[config.mk]
export PLATFORM = sky130hd
export DESIGN_NAME = fifo_pin_sequencer
export DESIGN_NICKNAME = d
export VERILOG_FILES = /design/src/rtl/fifo_pin_sequencer.sv
export SDC_FILE = /design/constraint.sdc
export NUM_CORES = 1
export LEC_CHECK = 0
export CORE_MARGIN = 2
export CORE_UTILIZATION = 45
export DETAILED_ROUTE_END_ITERATION = 6
export PLACE_DENSITY_LB_ADDON = 0.25
export SYNTH_ARGS = -nofsm -noshare
export SYNTH_HDL_FRONTEND = slang
export SYNTH_SLANG_ARGS = --single-unit
[constraint.sdc]
create_clock -name clk -period 4.64 [get_ports clk]
set_clock_uncertainty 0.05 [all_clocks]
set_input_delay 0.696 -clock clk [delete_from_list [all_inputs] [get_ports clk]]
set_output_delay 0.696 -clock clk [all_outputs]
set_load 0.01 [all_outputs]
[src/rtl/fifo_pin_sequencer.sv]
// Pin-side control front-end for the byte FIFO: synchronises the tester strobes,
// holds one pending request per strobe type and issues push/pop/flush pulses.
module fifo_pin_sequencer #(
    parameter int SYNC_STAGES = 2,
    parameter int POP_LATENCY = 1
) (
    input  logic clk,
    input  logic rst,
    input  logic wr_pin,
    input  logic rd_pin,
    input  logic flush_pin,
    input  logic fifo_full,
    input  logic fifo_empty,
    output logic push,
    output logic pop,
    output logic flush,
    output logic busy,
    output logic data_valid,
    output logic overflow,
    output logic underflow
);

    localparam logic [2:0] S_IDLE  = 3'd0;
    localparam logic [2:0] S_PUSH  = 3'd1;
    localparam logic [2:0] S_POP   = 3'd2;
    localparam logic [2:0] S_WAITD = 3'd3;
    localparam logic [2:0] S_FLUSH = 3'd4;

    localparam logic OP_READ  = 1'b0;
    localparam logic OP_WRITE = 1'b1;

    localparam logic [2:0] LAT_LOAD = 3'(POP_LATENCY - 1);

    logic [SYNC_STAGES-1:0] r_wrSync;
    logic [SYNC_STAGES-1:0] r_rdSync;
    logic [SYNC_STAGES-1:0] r_flSync;
    logic                   r_wrHist;
    logic                   r_rdHist;
    logic                   r_flHist;
    logic                   w_wrRise;
    logic                   w_rdRise;
    logic                   w_flRise;
    logic                   r_wrPend;
    logic                   r_rdPend;
    logic                   r_flPend;
    logic                   w_svcWr;
    logic                   w_svcRd;
    logic                   w_svcFl;
    logic [2:0]             r_state;
    logic [2:0]             w_nextState;
    logic                   r_lastOp;
    logic [2:0]             r_cnt;
    logic                   r_overflow;
    logic                   r_underflow;

    // The history flop sits after the last sync stage so each level change yields one rise.
    always_ff @(posedge clk) begin
        if (rst) begin
            r_wrSync <= '0;
            r_rdSync <= '0;
            r_flSync <= '0;
            r_wrHist <= 1'b0;
            r_rdHist <= 1'b0;
            r_flHist <= 1'b0;
        end else begin
            r_wrSync <= {r_wrSync[SYNC_STAGES-2:0], wr_pin};
            r_rdSync <= {r_rdSync[SYNC_STAGES-2:0], rd_pin};
            r_flSync <= {r_flSync[SYNC_STAGES-2:0], flush_pin};
            r_wrHist <= r_wrSync[SYNC_STAGES-1];
            r_rdHist <= r_rdSync[SYNC_STAGES-1];
            r_flHist <= r_flSync[SYNC_STAGES-1];
        end
    end

    assign w_wrRise = r_wrSync[SYNC_STAGES-1] & ~r_wrHist;
    assign w_rdRise = r_rdSync[SYNC_STAGES-1] & ~r_rdHist;
    assign w_flRise = r_flSync[SYNC_STAGES-1] & ~r_flHist;

    always_comb begin
        w_nextState = r_state;
        w_svcWr     = 1'b0;
        w_svcRd     = 1'b0;
        w_svcFl     = 1'b0;
        case (r_state)
            S_IDLE: begin
                if (r_flPend) begin
                    w_nextState = S_FLUSH;
                    w_svcFl     = 1'b1;
                end else if (r_wrPend && (!r_rdPend || r_lastOp == OP_READ)) begin
                    w_nextState = S_PUSH;
                    w_svcWr     = 1'b1;
                end else if (r_rdPend) begin
                    w_nextState = S_POP;
                    w_svcRd     = 1'b1;
                end
            end
            S_PUSH:  w_nextState = S_IDLE;
            S_POP:   w_nextState = fifo_empty ? S_IDLE : S_WAITD;
            S_WAITD: w_nextState = (r_cnt == 3'd0) ? S_IDLE : S_WAITD;
            S_FLUSH: w_nextState = S_IDLE;
            default: w_nextState = S_IDLE;
        endcase
    end

    // A rise landing on an already-set bit (including the edge that services it) is dropped.
    always_ff @(posedge clk) begin
        if (rst) begin
            r_wrPend <= 1'b0;
            r_rdPend <= 1'b0;
            r_flPend <= 1'b0;
        end else if (r_state == S_FLUSH) begin
            r_wrPend <= 1'b0;
            r_rdPend <= 1'b0;
        end else begin
            r_wrPend <= w_svcWr ? 1'b0 : (r_wrPend | w_wrRise);
            r_rdPend <= w_svcRd ? 1'b0 : (r_rdPend | w_rdRise);
            r_flPend <= w_svcFl ? 1'b0 : (r_flPend | w_flRise);
        end
    end

    always_ff @(posedge clk) begin
        if (rst) begin
            r_state     <= S_IDLE;
            r_lastOp    <= OP_READ;
            r_cnt       <= 3'd0;
            r_overflow  <= 1'b0;
            r_underflow <= 1'b0;
        end else begin
            r_state <= w_nextState;
            case (r_state)
                S_PUSH: begin
                    r_lastOp <= OP_WRITE;
                    if (fifo_full) r_overflow <= 1'b1;
                end
                S_POP: begin
                    r_lastOp <= OP_READ;
                    if (fifo_empty) r_underflow <= 1'b1;
                    else            r_cnt       <= LAT_LOAD;
                end
                S_WAITD: begin
                    if (r_cnt != 3'd0) r_cnt <= r_cnt - 3'd1;
                end
                S_FLUSH: begin
                    r_overflow  <= 1'b0;
                    r_underflow <= 1'b0;
                end
                default: ;
            endcase
        end
    end

    assign push       = (r_state == S_PUSH) & ~fifo_full;
    assign pop        = (r_state == S_POP) & ~fifo_empty;
    assign flush      = (r_state == S_FLUSH);
    assign busy       = (r_state != S_IDLE);
    assign data_valid = (r_state == S_WAITD) & (r_cnt == 3'd0);
    assign overflow   = r_overflow;
    assign underflow  = r_underflow;

endmodule

# Yosys cells after proc, flatten, opt, wreduce, memory -nomap -nowiden
# Cells that the tools add are included.
# totals
reg_bits	21
inputBits	7
out_inout_bits	7
wordCells	79
# classes
add_sub_neg	1
eq_ne	9
n_mux	24
n_bitwise	15
n_reduce_logical	16
# ops
operator	count
$mux W3	5
$mux W1	12
$pmux W3 S3	1
$ne A2 B2 Y1 const B	4
$reduce_bool A2 Y1	4
$and A1 B1 Y1	6
$eq A3 B2 Y1 const B	2
$logic_not A3 Y1	2
$not A1 Y1	6
$pmux W1 S2	3
$pmux W3 S2	1
$reduce_bool A3 Y1	2
$reduce_or A3 Y1	2
$mux W2	2
$ne A4 B4 Y1 const B	1
$reduce_and A2 Y1	2
$eq A3 B1 Y1 const B	1
$eq A3 B3 Y1 const B	1
$or A1 B1 Y1	3
$reduce_and A3 Y1	1
$sub A3 B1 Y3 const B	1
$logic_and A1 B1 Y1	1
$logic_not A1 Y1	1
$logic_or A1 B1 Y1	1

# Longest topological paths before layout
# depth
ltp_word	7
mapped_depth	6
mapped_depth_nobuf	6

# Least setup slack after synthesis
# Ideal clock, no wire load.
# synth_path
path_kind	input -> output
from	input fifo_empty
to	output pop
t_arrival_ns	0.986
required_ns	3.894
path_slack_ns	2.908
path_stages	1
path_buffers	0
path_cell_list	nor3_1
# synth_via
elab_chain_len	2
# synth_rtl
element	line_no	rtl
start, declared	13	input logic fifo_empty,
$not A1 Y1	153	assign pop = (r_state == S_POP) & ~fifo_empty;
$and A1 B1 Y1	153	
end, declared	15	output logic pop,
# Every way passes these cells.

# Worst setup path in the final report
# Ends and elaborated chain as after synthesis.

==> qor.yml <==
finish:
  areaGrowthSynthToFinish_pct: 18.2
  antenna_cells: 0
  finish.cell_count_without_fillers: 129
  drive_gt1_frac: 0.0577
  finish.utilization: 0.571
  final_cell_area_um2: 997
  nNetsFinal: 114
sta:
  slew_violations: 0
  slew_headroom: 0.501
  holdWs_ns: 0.386
  final.setup.tns_ns: 0
  max_slew.worst_pin.slew_ns: 0.745
  final-hold-violation-count: 0
  setup_viol: 0
  final.period_utilization: 0.567
  fmax_mhz: 380
  unrepaired_setup_endpoints_after_global_routing: "no"
  timing.final.ws_setup_ns: 2.01
  finalWorstPathRequiredPeriod_ns: 2.63
die:
  floorplan.rows: 15
  floorplan.die.width_um: 47.3
  core_area_um2: 1750
  num_io_pins: 14
  die_height_um: 47.3
  start_util: 0.483
  die_area_um2: 2240
synthesis:
  synth-seq-cells: 21
  netlist_instances: 92
  synthesis.nets: 101
  synth_async_sr_flop_share: 0
  yosys_warnings: 0
  most_frequently_used_cell_type_in_the_post_synthesis_netlist: "sky130_fd_sc_hd__dfxtp_1"
  synth.cell_area_um2: 843
  synthDominantAreaCellType: "sky130_fd_sc_hd__dfxtp_1"
  synth.area.top_cells: "sky130_fd_sc_hd__dfxtp_1 (50%), sky130_fd_sc_hd__nor2b_1 (5.9%), sky130_fd_sc_hd__a21oi_1 (4.2%)"
  number_of_flops_mapped_to_enable_cells_by_yosys: 0
  synth.yosys.seq_area_share: 0.499
  synth_top_cells_by_count: "sky130_fd_sc_hd__dfxtp_1 (21), sky130_fd_sc_hd__inv_1 (8), sky130_fd_sc_hd__nor2b_1 (8)"
  ys_dominant_reg_cell: "sky130_fd_sc_hd__dfxtp_1"
  synth_area_per_cell_um2: 9.17
  yosysTopAreaCellShare: 0.499
  post_synth_num_cell_types: 27
min_path:
  timing.hold.worst.start: "r_wrSync[1]"
  worstHoldPathType: "flop to flop"
placement:
  dpl-instance-area_um2: 970
  placed_cells: 125
  place_worst_setup_slack_ns: 2.01
  gp_routability_congestion: 0.718
  port-buffer-count: 13
  hpwlAfterDp_um: 967
setup_path:
  critical_path.reg2reg.startpoint: "r_cnt[0]"
  worstSetupEndpointType: "output pin"
  reg2reg_depth: 6
  worstPathRequired_ns: 3.89
  worst_r2r_endpoint: "r_state[1]"
  path_class: "input port to output pin"
  endpoint: "pop"
  worst-endpoint-arrival_ns: 1.88
  rrSetupSlack_ns: 2.98
  critPathMaxFanout: 3
  crit_path_launch_type: "input port"
  setup.worst_path.start: "fifo_empty"
global_route:
  grtUsageMet1: 0.188
  track_usage: 0.143
  gr-usage-met2: 0.227
  global_route.usage.met3: 0.0231
  busiest_layer: "met2"
  number_of_antenna_violations_at_the_first_check_in_global_routing: 0
  global_route_wire_length_before_repair_mm: 2.27
  grt_max_degree: 22
  grt_pass1_vias: 552
  grt-ovfl-total: 0
clocking:
  clk_latency_ns: 0.29
  max-clock-path-buffers: 2
  clock_sinks: 21
  cts_setup_buffers: 0
  postCtsHoldBufs: 0
  clock_tree.htree_level_count: 1
  clock_tree_from_tritoncts: "done"
  tritoncts.num_buffers: 3
  clk_root_buffer_cell: "sky130_fd_sc_hd__clkbuf_4"
  worst_setup_hold_path_clk_slew_ns: 0.10
  post_cts_resize_count: 0
power:
  cellLeakagePower_nw: 0.364
  power.total_mw: 0.304
  power.ir.vdd_worst_v: 0.000162
  powerDensity_nw_per_um2: 305
routing:
  dr_total_vias: 643
  final_routed_wire_length_divided_by_cell_count_um: 10.8
  first_pass_iters: 2
  drt_iter0_markers: 4
  detail_route.vias_per_cell: 4.98
  final_antenna_net_count: 0
  drt_wl_total_mm: 1.39
  drc: 0
run:
  maxCapViolations: 0
run_status:
  run_status: "complete, no violations"
## state kept, by name, indices dropped and copies added (netlist names)
name and flops:
r_cnt 3, r_rdSync 2, r_lastOp 1, r_wrSync 2, r_state 3, overflow 1
r_rdHist 1, r_flSync 2, r_wrHist 1, underflow 1, r_wrPend 1, r_flHist 1
r_flPend 1, r_rdPend 1
## placed cells by master, fill, tap and decap left out, drive strengths merged
master / Yosys / layout
or4: 3 / 3
o21ai: 7 / 7
or2: 1 / 1
nor4: 1 / 1
and3: 1 / 1
nand2b: 4 / 4
and3b: 1 / 1
nand3: 1 / 1
dfxtp: 21 / 21
a31oi: 1 / 1
clkbuf: 2 / 3
nor3b: 2 / 2
nor2: 5 / 5
o21a: 1 / 1
ha: 2 / 2
a21o: 1 / 1
clkdlybuf4s50: 0 / 13
clkinv: 0 / 1
nor2b: 8 / 8
nor3: 3 / 3
nand2: 4 / 4
o32ai: 1 / 1
inv: 8 / 8
o211ai: 1 / 1
a21oi: 7 / 7
nor4bb: 2 / 2
mux2: 1 / 1
## power by group
group	switching, mW	internal, mW
sequential	0.00495	0.187
combinational	0.0132	0.0164
clock	0.0511	0.0320
total	0.0692	0.235
## worst max-delay path, cell delays in order
cell                              delay, ns
sky130_fd_sc_hd__clkdlybuf4s50_1       0.44
sky130_fd_sc_hd__nor3_1                0.18
sky130_fd_sc_hd__clkdlybuf4s50_1       0.56
## per-layer routing
| metal | part of all wire | wire length, µm | up-vias |
|---|---|---|---|
| met5 | 0 | 0 | - |
| met4 | 0.011 | 15 | 0 |
| met3 | 0.037 | 52 | 2 |
| met2 | 0.45 | 629 | 11 |
| met1 | 0.50 | 691 | 293 |
| li1 | - | - | 337 |
## how the worst min path moves through the flow
stage                   to  slack, ns  cells after the start
6_report          r_wrHist       0.39                      2
5_1_grt        r_flSync[1]       0.42                      1
4_1_cts           r_wrHist       0.39                      2
3_5_place_dp      r_wrHist       0.38                      2
3_3_place_gp      r_wrHist       0.37                      2
2_1_floorplan     r_wrHist       0.35                      2
## cell type report
class	instances	area (µm²)
multi-input cells	58	358
well taps	25	31.3
flip-flops and latches	21	420
clock buffers	3	22.5
inverters	8	30.0
fillers	174	748
repair buffers	13	130
clock inverters	1	5.00
## logic make-up (layout without fill, tap and decap cells)
| group | after synthesis | after routing | synth area share |
|---|---|---|---|
| compound gates | 19 | 19 | 0.128 |
| flops | 21 | 21 | 0.499 |
| buf+inv | 13 | 25 | 0.0771 |
| simple gates | 36 | 36 | 0.254 |
| fa+ha+maj | 2 | 2 | 0.0297 |
| mux | 1 | 1 | 0.0134 |
No activity file was read; power rests on OpenSTA's default activity.
==> RTL edit 1: new RTL, config.mk and constraints unchanged <==
Make the reset (`rst`) asynchronous in 3 clocked blocks.
--- a/src/rtl/fifo_pin_sequencer.sv
+++ b/src/rtl/fifo_pin_sequencer.sv
@@ -56,3 +56,3 @@
     // The history flop sits after the last sync stage so each level change yields one rise.
-    always_ff @(posedge clk) begin
+    always_ff @(posedge clk or posedge rst) begin
         if (rst) begin
@@ -105,3 +105,3 @@
     // A rise landing on an already-set bit (including the edge that services it) is dropped.
-    always_ff @(posedge clk) begin
+    always_ff @(posedge clk or posedge rst) begin
         if (rst) begin
@@ -120,3 +120,3 @@
 
-    always_ff @(posedge clk) begin
+    always_ff @(posedge clk or posedge rst) begin
         if (rst) begin
Formal check against the unedited RTL: differs if rst is asserted again (counterexample within 10 cycles, from zero or initial values and one cycle with rst high); with rst held inactive, the same outputs for 10 cycles.
==> RTL edit 1 against the original RTL <==
  * Critical endpoint is now data_valid
  * Routed wire length rose by 13%
  * Sequential cell count did not move
  * Worst setup slack got worse by 0.032 ns
  * Area after synthesis rose by 3.3%
  * Count of clock-buffer cells in the layout rose by 1
  * Final area rose by 4.4%
Power is not compared: it rests on default switching activity, and its combinational part moved more than twofold at a synthesized area within 25%.
==> RTL edit 1: results (changes against the original RTL) <==
.. list-table::
   :header-rows: 1

   * - Metric
     - Value
   * - Number of nets in the layout
     - 103 (was 114)
   * - Count of inverters not on the clock network in the layout
     - 10 (was 8)
   * - Gr usage total
     - 16.99% (was 14.27%)
   * - Peak per-stage delay on the critical path
     - 0.52 ns (was 0.56 ns)
   * - Area share of buffers outside the clock network
     - 12.50% (was 13.05%)
   * - Global-route wire length before repair
     - 2.663 mm (was 2.270 mm)
   * - Vias in the first global route
     - 603 (was 552)
   * - Result of the run
     - finished, final reports clean (unchanged)
   * - Launching point of the worst reg2reg path
     - r_cnt[0] (unchanged)
   * - M1 wire length
     - 775 microns (was 691 microns)
   * - Largest cells by area after synthesis
     - sky130_fd_sc_hd__dfrtp_1 (60%), sky130_fd_sc_hd__o21ai_0 (5.2%), sky130_fd_sc_hd__inv_1 (4.3%) (was sky130_fd_sc_hd__dfxtp_1 (50%), sky130_fd_sc_hd__nor2b_1 (5.9%), sky130_fd_sc_hd__a21oi_1 (4.2%))
   * - Start point of the worst hold path
     - r_wrSync[0] (was r_wrSync[1])
   * - Seq. cell area
     - 525.5 sq um (was 420.4 sq um)
   * - Placer's final routability congestion estimate
     - 0.6863 (was 0.7184)
   * - Fraction of registers with async set or reset after synthesis
     - 100.0% (was 0%)
   * - Post-DP HPWL
     - 1.127 mm (was 966.9 microns)
   * - Number of combinational gates with multiple inputs
     - 45 (was 58)
   * - Leading register cell type out of synthesis
     - sky130_fd_sc_hd__dfrtp_1 (was sky130_fd_sc_hd__dfxtp_1)
   * - Largest fanout of any net on the critical path
     - 7 (was 3)
   * - Area fraction in compound gates after synthesis
     - 16.09% (was 12.76%)
   * - Total length of routed wires
     - 1.567 mm (was 1.388 mm)
   * - Count of fill cells added during filler insertion
     - 162 (was 174)
   * - Most frequent cells after synthesis
     - sky130_fd_sc_hd__dfrtp_1 (21), sky130_fd_sc_hd__inv_1 (10), sky130_fd_sc_hd__o21ai_0 (9), sky130_fd_sc_hd__nand2_1 (5), sky130_fd_sc_hd__a21oi_1 (4) (was sky130_fd_sc_hd__dfxtp_1 (21), sky130_fd_sc_hd__inv_1 (8), sky130_fd_sc_hd__nor2b_1 (8), sky130_fd_sc_hd__a21oi_1 (7), sky130_fd_sc_hd__o21ai_0 (7))
   * - Synthesized-area fraction occupied by adder cells
     - 2.874% (was 2.967%)
   * - Layout clock buffers
     - 4 (was 3)
   * - Fraction of layout cells with a size suffix above 1
     - 7.527% (was 5.769%)
   * - Number of optimization iterations in the first detailed-route pass
     - 4 (was 2)
   * - End point of the worst hold path
     - r_wrSync[1] (was r_wrHist)
-- RTL edit 1: metrics by stage --
stage	util (%)	area (sq um)	cells	hold slack (ns)	setup WS, ns
finish	59.01	1041	118	0.3167	1.977
CTS	59.01	1041	118	0.3255	1.967
detailed placement	57.52	1015	114	0.2855	2.020
global route	59.01	1041	118	0.3255	1.862
floorplan	-	870.8	79	0.2812	2.845
global placement	57.52	1015	114	0.2817	2.041
-- RTL edit 1: worst max-delay path by stage --
stage | start | endpoint | slack (ns) | cells after the start
3_5_place_dp | fifo_full | push | 2.02 | 3
5_1_grt | r_cnt[0] | data_valid | 1.86 | 5
4_1_cts | r_state[0] | push | 1.97 | 3
6_report | r_cnt[0] | data_valid | 1.98 | 5
3_3_place_gp | fifo_full | push | 2.04 | 3
2_1_floorplan | fifo_full | push | 2.85 | 1
-- RTL edit 1: layer usage --
layer / track usage (%) / vias to the layer above
li1: - / 303
met1: 23.30 / 304
met2: 27.47 / 16
met3: 2.264 / 4
met4: 6.486 / 0
met5: 0 / -
==> RTL edit 2: new RTL, same settings <==
Made on the original files. Change the parameter `SYNC_STAGES` from 2 to 4.
--- a/src/rtl/fifo_pin_sequencer.sv
+++ b/src/rtl/fifo_pin_sequencer.sv
@@ -3,3 +3,3 @@
 module fifo_pin_sequencer #(
-    parameter int SYNC_STAGES = 2,
+    parameter int SYNC_STAGES = 4,
     parameter int POP_LATENCY = 1
Behaviour: not the same (Yosys sat finds a counterexample within 10 cycles, from zero or initial values and one cycle with rst high).
==> RTL edit 2 against the original RTL <==
  * Critical path depth stayed put
  * Final area increased by 21%
  * Worst setup slack worse by 0.18 ns
  * Sequential cell count increased by 6
  * Area after synthesis rose by 24%
  * Sequential power increased by 24%
  * Routed wire length rose by 18%
  * Total power rose by 17%
  * Clock power is 17% higher
  * Final cell count up 7.8%
  * Count of clock-buffer cells in the layout unchanged
  * Combinational power shrank 30%
  * Core utilization is 2.6 points lower
  * Largest cell class unchanged
  * Highest routed layer unchanged
==> RTL edit 2: results (changes against the original RTL) <==
.. list-table::
   :header-rows: 1

   * - Metric
     - Value
   * - Detailed Route Iter0 Violations
     - 9 (was 4)
   * - R2R setup slack
     - 3.00 ns (was 2.98 ns)
   * - Relative area of clock buffers and inverters in the final design
     - 2.282% (was 2.760%)
   * - Largest fanout of any net on the critical path
     - 12 (was 3)
   * - Count of distinct cell types in the synthesized netlist
     - 34 (was 27)
   * - Proportion of synthesized chip area in sequential cells
     - 51.55% (was 49.85%)
   * - Result of the run
     - finished, final reports clean (unchanged)
   * - Number of nets in the layout
     - 121 (was 114)
   * - Fin crit period
     - 2.806 ns (was 2.630 ns)
   * - Total length of routed met3 wires
     - 61 microns (was 52 microns)
   * - Capture point of the worst path
     - push (was pop)
   * - Number of nets in the synthesized netlist
     - 109 (was 101)
   * - Area occupied by multi-input gates
     - 454.2 sq um (was 357.8 sq um)
   * - Standard cell area after detailed placement
     - 1179 sq um (was 969.7 sq um)
   * - M1 wire length
     - 758 microns (was 691 microns)
   * - Tap Cells
     - 28 (was 25)
   * - Kind of cell adding the most delay to the critical path
     - flip-flops (was buffers and inverters)
   * - Most frequent cells after synthesis
     - sky130_fd_sc_hd__dfxtp_1 (27), sky130_fd_sc_hd__nor2b_1 (17), sky130_fd_sc_hd__a21oi_1 (7), sky130_fd_sc_hd__nor2_1 (6), sky130_fd_sc_hd__inv_1 (5) (was sky130_fd_sc_hd__dfxtp_1 (21), sky130_fd_sc_hd__inv_1 (8), sky130_fd_sc_hd__nor2b_1 (8), sky130_fd_sc_hd__a21oi_1 (7), sky130_fd_sc_hd__o21ai_0 (7))
   * - Fraction of layout cells with a size suffix above 1
     - 9.910% (was 5.769%)
   * - Clock sinks
     - 27 (was 21)
   * - Worst Reg2Reg Path Length in Cells
     - 3 (was 6)
   * - Largest cells by area after synthesis
     - sky130_fd_sc_hd__dfxtp_1 (52%), sky130_fd_sc_hd__nor2b_1 (10%), sky130_fd_sc_hd__a21oi_1 (3.3%) (was sky130_fd_sc_hd__dfxtp_1 (50%), sky130_fd_sc_hd__nor2b_1 (5.9%), sky130_fd_sc_hd__a21oi_1 (4.2%))
   * - Start point of the worst hold path
     - r_flSync[1] (was r_wrSync[1])
   * - Post-DR wirelength/cell
     - 11.74 microns (was 10.76 microns)
   * - Detailed-route via count
     - 698 (was 643)
   * - Critical-path top delay cell
     - sky130_fd_sc_hd__dfxtp_1 (was sky130_fd_sc_hd__clkdlybuf4s50_1)
   * - Gr usage total
     - 14.18% (was 14.27%)
   * - Peak per-stage delay on the critical path
     - 0.67 ns (was 0.56 ns)
   * - Post-Place Cells
     - 135 (was 125)
   * - Number of combinational gates with multiple inputs
     - 62 (was 58)
   * - Placer's final routability congestion estimate
     - 0.6877 (was 0.7184)
   * - Launching point of the worst reg2reg path
     - r_state[0] (was r_cnt[0])
   * - Worst hold slack after final layout
     - 0.4029 ns (was 0.3860 ns)
   * - Hold Path Cell Cnt
     - 1 (was 2)
   * - Worst IR drop on VDD
     - 0.1863 mV (was 0.1618 mV)
   * - Startpoint class of the critical path
     - flip-flop (was input port)
   * - Area share of buffers outside the clock network
     - 10.79% (was 13.05%)
RTL edit 2: cell count changes after synthesis, moves of 2 or more:
cell,delta
sky130_fd_sc_hd__dfxtp_1,+6
sky130_fd_sc_hd__inv_1,-3
sky130_fd_sc_hd__mux2_1,+2
sky130_fd_sc_hd__nand2_1,-2
sky130_fd_sc_hd__nand2b_1,-4
sky130_fd_sc_hd__nor2b_1,+9
sky130_fd_sc_hd__o21ai_0,-6
sky130_fd_sc_hd__or3_1,+2
sky130_fd_sc_hd__or4_1,-3
RTL edit 2: cells by family after synthesis:
group | Yosys count | synth area share [%]
compound gates | 13 | 8.472
fa+ha+maj | 2 | 2.386
buf+inv | 11 | 5.131
flops | 27 | 51.55
mux | 3 | 4.296
simple gates | 44 | 28.16
RTL edit 2: power breakdown:
group          total [uW]  internal [uW]  switching [uW]  leakage (uW)
Sequential            239            237            2.52      0.000219
Clock                97.2           32.3            64.9     0.0000177
Combinational        20.7           11.7            8.91      0.000213
